**src/rtl/uv_iomux_ctrl.sv**
```systemverilog
// uv_iomux_ctrl: per-pad function mux with guarded select changes and pad-input synchronisers
module uv_iomux_ctrl #(
  parameter int IO_NUM = 32,
  parameter int FUNC_NUM = 4,
  parameter int SEL_W = 2,
  parameter int ADDR_W = 5,
  parameter int GUARD_CYC = 4,
  parameter int SYNC_STAGES = 2,
  parameter logic [IO_NUM*SEL_W-1:0] RST_SEL = '0,
  parameter logic [FUNC_NUM-1:0] IN_IDLE = '0
) (
  input  logic clk_i,
  input  logic rst_ni,
  input  logic force_gpio_i,
  input  logic cfg_req_i,
  input  logic cfg_we_i,
  input  logic [ADDR_W-1:0] cfg_addr_i,
  input  logic [SEL_W-1:0] cfg_wdata_i,
  output logic cfg_ack_o,
  output logic cfg_err_o,
  output logic [SEL_W-1:0] cfg_rdata_o,
  input  logic [FUNC_NUM*IO_NUM-1:0] func_pu_i,
  input  logic [FUNC_NUM*IO_NUM-1:0] func_pd_i,
  input  logic [FUNC_NUM*IO_NUM-1:0] func_ie_i,
  input  logic [FUNC_NUM*IO_NUM-1:0] func_oe_i,
  input  logic [FUNC_NUM*IO_NUM-1:0] func_out_i,
  output logic [FUNC_NUM*IO_NUM-1:0] func_in_o,
  output logic [IO_NUM-1:0] pad_pu_o,
  output logic [IO_NUM-1:0] pad_pd_o,
  output logic [IO_NUM-1:0] pad_ie_o,
  output logic [IO_NUM-1:0] pad_oe_o,
  output logic [IO_NUM-1:0] pad_out_o,
  input  logic [IO_NUM-1:0] pad_in_i
);
  localparam int CNT_W = $clog2(GUARD_CYC + 1);
  localparam logic [1:0] IDLE = 2'd0, GUARD = 2'd1, ACK = 2'd2;
  logic [1:0] state_q, state_d;
  logic [CNT_W-1:0] cnt_q, cnt_d;
  logic [ADDR_W-1:0] pin_q, pin_d;
  logic [SEL_W-1:0] nsel_q, nsel_d, rdata_q, rdata_d, cur_sel;
  logic err_q, err_d, bad, commit;
  logic [SEL_W-1:0] sel_q [IO_NUM];
  logic [SEL_W-1:0] eff [IO_NUM];
  logic [IO_NUM-1:0] sync_q [SYNC_STAGES];
  logic [IO_NUM-1:0] gd;

  always_comb begin
    cur_sel = '0;
    for (int i = 0; i < IO_NUM; i++) if (int'(cfg_addr_i) == i) cur_sel = sel_q[i];
  end

  assign bad = int'(cfg_addr_i) >= IO_NUM || (cfg_we_i && int'(cfg_wdata_i) >= FUNC_NUM);

  always_comb begin
    state_d = state_q;
    cnt_d = cnt_q;
    pin_d = pin_q;
    nsel_d = nsel_q;
    err_d = err_q;
    rdata_d = rdata_q;
    commit = 1'b0;
    if (state_q == IDLE && cfg_req_i) begin
      pin_d = cfg_addr_i;
      nsel_d = cfg_wdata_i;
      err_d = bad;
      rdata_d = bad ? '0 : cur_sel;
      cnt_d = CNT_W'(GUARD_CYC - 1);
      state_d = (cfg_we_i && !bad && cfg_wdata_i != cur_sel) ? GUARD : ACK;
    end else if (state_q == GUARD) begin
      commit = cnt_q == '0;
      cnt_d = commit ? cnt_q : cnt_q - 1'b1;
      rdata_d = commit ? nsel_q : rdata_q;
      state_d = commit ? ACK : GUARD;
    end else if (state_q == ACK) begin
      state_d = IDLE;
    end
  end

  always_ff @(posedge clk_i) begin
    if (!rst_ni) begin
      state_q <= IDLE;
      cnt_q <= '0;
      pin_q <= '0;
      nsel_q <= '0;
      err_q <= 1'b0;
      rdata_q <= '0;
      for (int i = 0; i < IO_NUM; i++) sel_q[i] <= RST_SEL[i*SEL_W +: SEL_W];
      for (int s = 0; s < SYNC_STAGES; s++) sync_q[s] <= '0;
    end else begin
      state_q <= state_d;
      cnt_q <= cnt_d;
      pin_q <= pin_d;
      nsel_q <= nsel_d;
      err_q <= err_d;
      rdata_q <= rdata_d;
      for (int i = 0; i < IO_NUM; i++) if (commit && int'(pin_q) == i) sel_q[i] <= nsel_q;
      sync_q[0] <= pad_in_i;
      for (int s = 1; s < SYNC_STAGES; s++) sync_q[s] <= sync_q[s-1];
    end
  end

  assign cfg_ack_o = state_q == ACK;
  assign cfg_err_o = cfg_ack_o & err_q;
  assign cfg_rdata_o = cfg_ack_o ? rdata_q : '0;

  // force_gpio overrides both the stored select and the guard
  always_comb begin
    for (int i = 0; i < IO_NUM; i++) begin
      eff[i] = force_gpio_i ? '0 : sel_q[i];
      gd[i] = !force_gpio_i && state_q == GUARD && int'(pin_q) == i;
    end
  end

  always_comb begin
    pad_pu_o = '0;
    pad_pd_o = '0;
    pad_ie_o = '0;
    pad_oe_o = '0;
    pad_out_o = '0;
    func_in_o = '0;
    for (int i = 0; i < IO_NUM; i++) begin
      for (int f = 0; f < FUNC_NUM; f++) begin
        if (int'(eff[i]) == f && !gd[i]) begin
          pad_pu_o[i] = func_pu_i[f*IO_NUM+i];
          pad_pd_o[i] = func_pd_i[f*IO_NUM+i];
          pad_ie_o[i] = func_ie_i[f*IO_NUM+i];
          pad_oe_o[i] = func_oe_i[f*IO_NUM+i];
          pad_out_o[i] = func_out_i[f*IO_NUM+i];
          func_in_o[f*IO_NUM+i] = sync_q[SYNC_STAGES-1][i];
        end else begin
          func_in_o[f*IO_NUM+i] = IN_IDLE[f];
        end
      end
    end
  end
endmodule

```
**config.mk**
```make
export PLATFORM = sky130hd
export DESIGN_NAME = uv_iomux_ctrl
export DESIGN_NICKNAME = d
export VERILOG_FILES = /design/src/rtl/uv_iomux_ctrl.sv
export SDC_FILE = /design/constraint.sdc
export NUM_CORES = 1
export LEC_CHECK = 0
export ABC_AREA = 1
export BUFFER_PORTS_ARGS = -buffer_cell sky130_fd_sc_hd__buf_2
export CORE_AREA = 2 2 383 385
export CTS_CLUSTER_DIAMETER = 30
export CTS_CLUSTER_SIZE = 14
export DETAILED_ROUTE_END_ITERATION = 16
export DIE_AREA = 0 0 385 387
export GPL_ROUTABILITY_DRIVEN = 0
export PLACE_DENSITY = 0.38
export SLEW_MARGIN = 15
export SYNTH_ARGS = -nofsm -noshare
export SYNTH_HDL_FRONTEND = slang
export SYNTH_SLANG_ARGS = --single-unit
```
**constraint.sdc**
```tcl
create_clock -name clk_i -period 3.9 [get_ports clk_i]
set_input_delay 0 -clock clk_i [delete_from_list [all_inputs] [get_ports clk_i]]
set_output_delay 0 -clock clk_i [all_outputs]
set_load 0.01 [all_outputs]
```
==> summary.txt <==
Timing
  – Worst relative slew slack: a little over a quarter
  – Unrepaired setup endpoints after global routing: no
  – Top achievable clock speed: roughly 280 MHz
  – Slew Viols, Final: 0
  – Layout Skew: 10.9 ps
  – Actual transition at the worst max-transition pin: around 1100 ps
  – Final number of hold-violating endpoints: 0
  – Setup TNS after final layout: 0 ps
  – Period utilisation layout: 90.2%
  – Crit path time final: roughly 3500 ps
  – Final setup violation count: 0

Layout
  – Share of the core filled with cells: between 10% and 20%
  – Footprint of the flip-flops and latches: between 3000 and 4000 um^2
  – Final #Nets: approximately 3700
  – Fill cell instance count of the final layout: about 17000
  – Count of non-filler cells in the finished layout: approximately 5000
  – Ratio of cells with drive above 1 in the final layout: 34.3%
  – Footprint of the multi-input gates: roughly 6600 um^2
  – Area growth from synthesis to final layout: 69.0%

Routing
  – Number of nets still failing antenna checks after routing: 0
  – Remaining DRCs: 0
  – Drt wl/cell: a little over 20 um
  – Number of iterations in the first detailed-routing pass: 5
  – Vias: about 18000
  – Total Wirelength: between 100 and 150 mm
  – Violation count after the first detailed-routing iteration: 941
  – Mean number of vias per cell: between 3 and 4

Power and ir drop
  – Pwr dens: ~240 nW/um^2
  – Leak Pwr: between 0.01 and 0.015 uW
  – Worst vdd ir: around 0.20 mV

Logic synthesis
  – Number of flops mapped to enable cells by yosys: 64
  – Share of synthesized area occupied by flip-flops and latches: between 20% and 30%
  – Dominant cell by count in the synthesized netlist: nand2_1
  – Library cell occupying the most area in the post-synthesis netlist: edfxtp_1
  – Netlist area before placement: 12100 um^2
  – Synthesis-stage register bit count: roughly 140
  – Post-Syn Instances: around 2000
  – Async set-reset flop share out of synthesis: 0%
  – Flip-flop cell with the highest count after synthesis: dfxtp_1
  – Post-synth top area share: between 10% and 20%
  – Ranking of synthesized cells by area: edfxtp_1 (16%), nand2_1 (16%), inv_1 (16%)
  – Warnings, synthesis: 0
  – Number of different library cells in the post-synthesis netlist: 34
  – Post-synthesis area per instance: about 6.0 um^2
  – Commonest cells post-synth: nand2_1 (509), inv_1 (503), nor2_1 (173)
  – Net Count, Synth: between 2000 and 3000

Critical path
  – Setup Crit Path Kind: reg -> out
  – Sort of element at the start of the critical path: flip-flop
  – Data required time of the worst path: around 3900 ps
  – Highest net fanout along the worst path: 21
  – Data arrival time of the critical path: between 3000 and 4000 ps
  – Type of destination of the critical path: output pin

Clock tree
  – TritonCTS clock tree: yes
  – Clock Path Buffers: 2
  – Number of H-tree levels: 4
  – Buffer type at the clock tree root: clkbuf_16
  – Number of CTS-inserted buffers: 17
  – Clock Latency Late Sink: 500 ps
  – Post-CTS setup buffer count: 0
  – Clock edge transition at the registers on the reported setup and hold paths: around 70 ps
  – Clock sink count: around 140

Min path
  – HP Class: in -> reg

Run
  – Number of max-cap violations: 0

GRT
  – Maximum number of pins on one net before global-route repair: 66
  – Total global routing overflow: 0
  – First-pass GRT wire length: about 130 mm
  – Overall Global Routing Usage: roughly 13%
  – Vias in the first global route: between 15000 and 20000
  – Initial antenna violation count: between 40 and 50

Placement
  – Number of placed instances, taps included: about 5000
  – Number of I/O port buffers: between 900 and 1000
  – Post-detailed-placement half-perimeter wirelength: 88.0 mm

Die
  – Number of rows created at floorplan: 140
  – Core Area: between 100000 and 150000 um^2
  – Initial Utilization: ~8.4%
  – Die Footprint: about 150000 um^2
  – Floorplan die height: 387 um
  – Chip width: about 390 um
  – Num ports: about 980

Status
  – Result of the run: completed
[power breakdown]
part | switching [uW] | internal, uW | leakage, uW | total, uW
Clock | 819 | 849 | 0.000248 | 1670
Sequential | 83.4 | 1630 | 0.00131 | 1720
Combinational | 962 | 652 | 0.00914 | 1610
[cell usage in the layout, fill, tap and decap left out, drive strengths merged, types with 64 or more instances in the layout]
cell type  instances
edfxtp            64
nor3              71
nand3            108
inv              509
dfxtp             78
nor2             180
nand2            510
a21oi            103
nor4              71
buf              999
o22ai            127
[cell families (layout without fill, tap and decap cells)]
family / Yosys count / count (layout) / share of synthesized area [%]
other: 1 / 14 / 0.0309
and+or+nand+nor: 1011 / 1011 / 36.6
adders and majority gates: 2 / 2 / 0.206
DFF: 142 / 142 / 28.7
buffers and inverters: 548 / 1584 / 17.0
AOI/OAI and AO/OA: 332 / 332 / 17.4
[sequential cells by signal (all words and copies together), names as in the netlist]
signal,count
sync_q,64
state_q,2
nsel_q,2
sel_q,64
rdata_q,2
cnt_q,3
pin_q,5
[repair_timing]
| item | 4_1_cts | 5_1_grt |
|---|---|---|
| resized for setup | 0 | 2 |
| hold endpoints to repair | 68 | 0 |
| setup endpoints to repair | 0 | 2 |
| hold buffers | 44 | 0 |
[final cells by class]
cell class	instances	share of cell area [%]
tap	1917	11.7
multi-input combinational	1346	32.2
antenna	13	0.159
clock inverter	12	0.433
sequential	142	17.0
timing repair buffer	1043	27.0
inverter	509	9.34
clock buffer	20	2.23
[critical path: stages, from the launching register on]
cell and delay, ps:
dfxtp_1 730, inv_1 330, buf_4 310, nand3_1 220, inv_1 110, nor3_1 850, nand2_1 110, nand3b_1 160
buf_2 190
[final timing paths]
path | from | to | slack, ps | cells past startpoint
setup reg to reg | sel_q[0][0] | state_q[1] | 970 | 26
setup / recovery | pin_q[4] | pad_pu_o[13] | 380 | 8
hold reg to reg | sync_q[0][1] | sync_q[0][33] | 410 | 2
hold / removal | cfg_req_i | pin_q[1] | 180 | 3
[stage by stage]
stage | cell area, um^2 | worst slack (ps) | total power [uW] | hold slack [ps]
4_1_cts | 20500 | 261 | 5150 | 111
5_1_grt | 20500 | 80.9 | 5330 | 190
3_3_place_gp | 19500 | 474 | 3330 | 182
3_5_place_dp | 19500 | 844 | 3340 | 184
2_1_floorplan | 12100 | 1710 | 2410 | 97.6
6_report | 20500 | 382 | 5000 | 175
[metal layers]
metal / up-vias / track usage, % / share of wire (%)
met5: - / 0 / 0.092
met4: 16 / 3.25 / 2.2
met3: 109 / 2.99 / 6.6
met2: 725 / 22.0 / 48
met1: 8389 / 16.1 / 43
li1: 8771 / - / -
No activity file was read; power rests on OpenSTA's default activity.
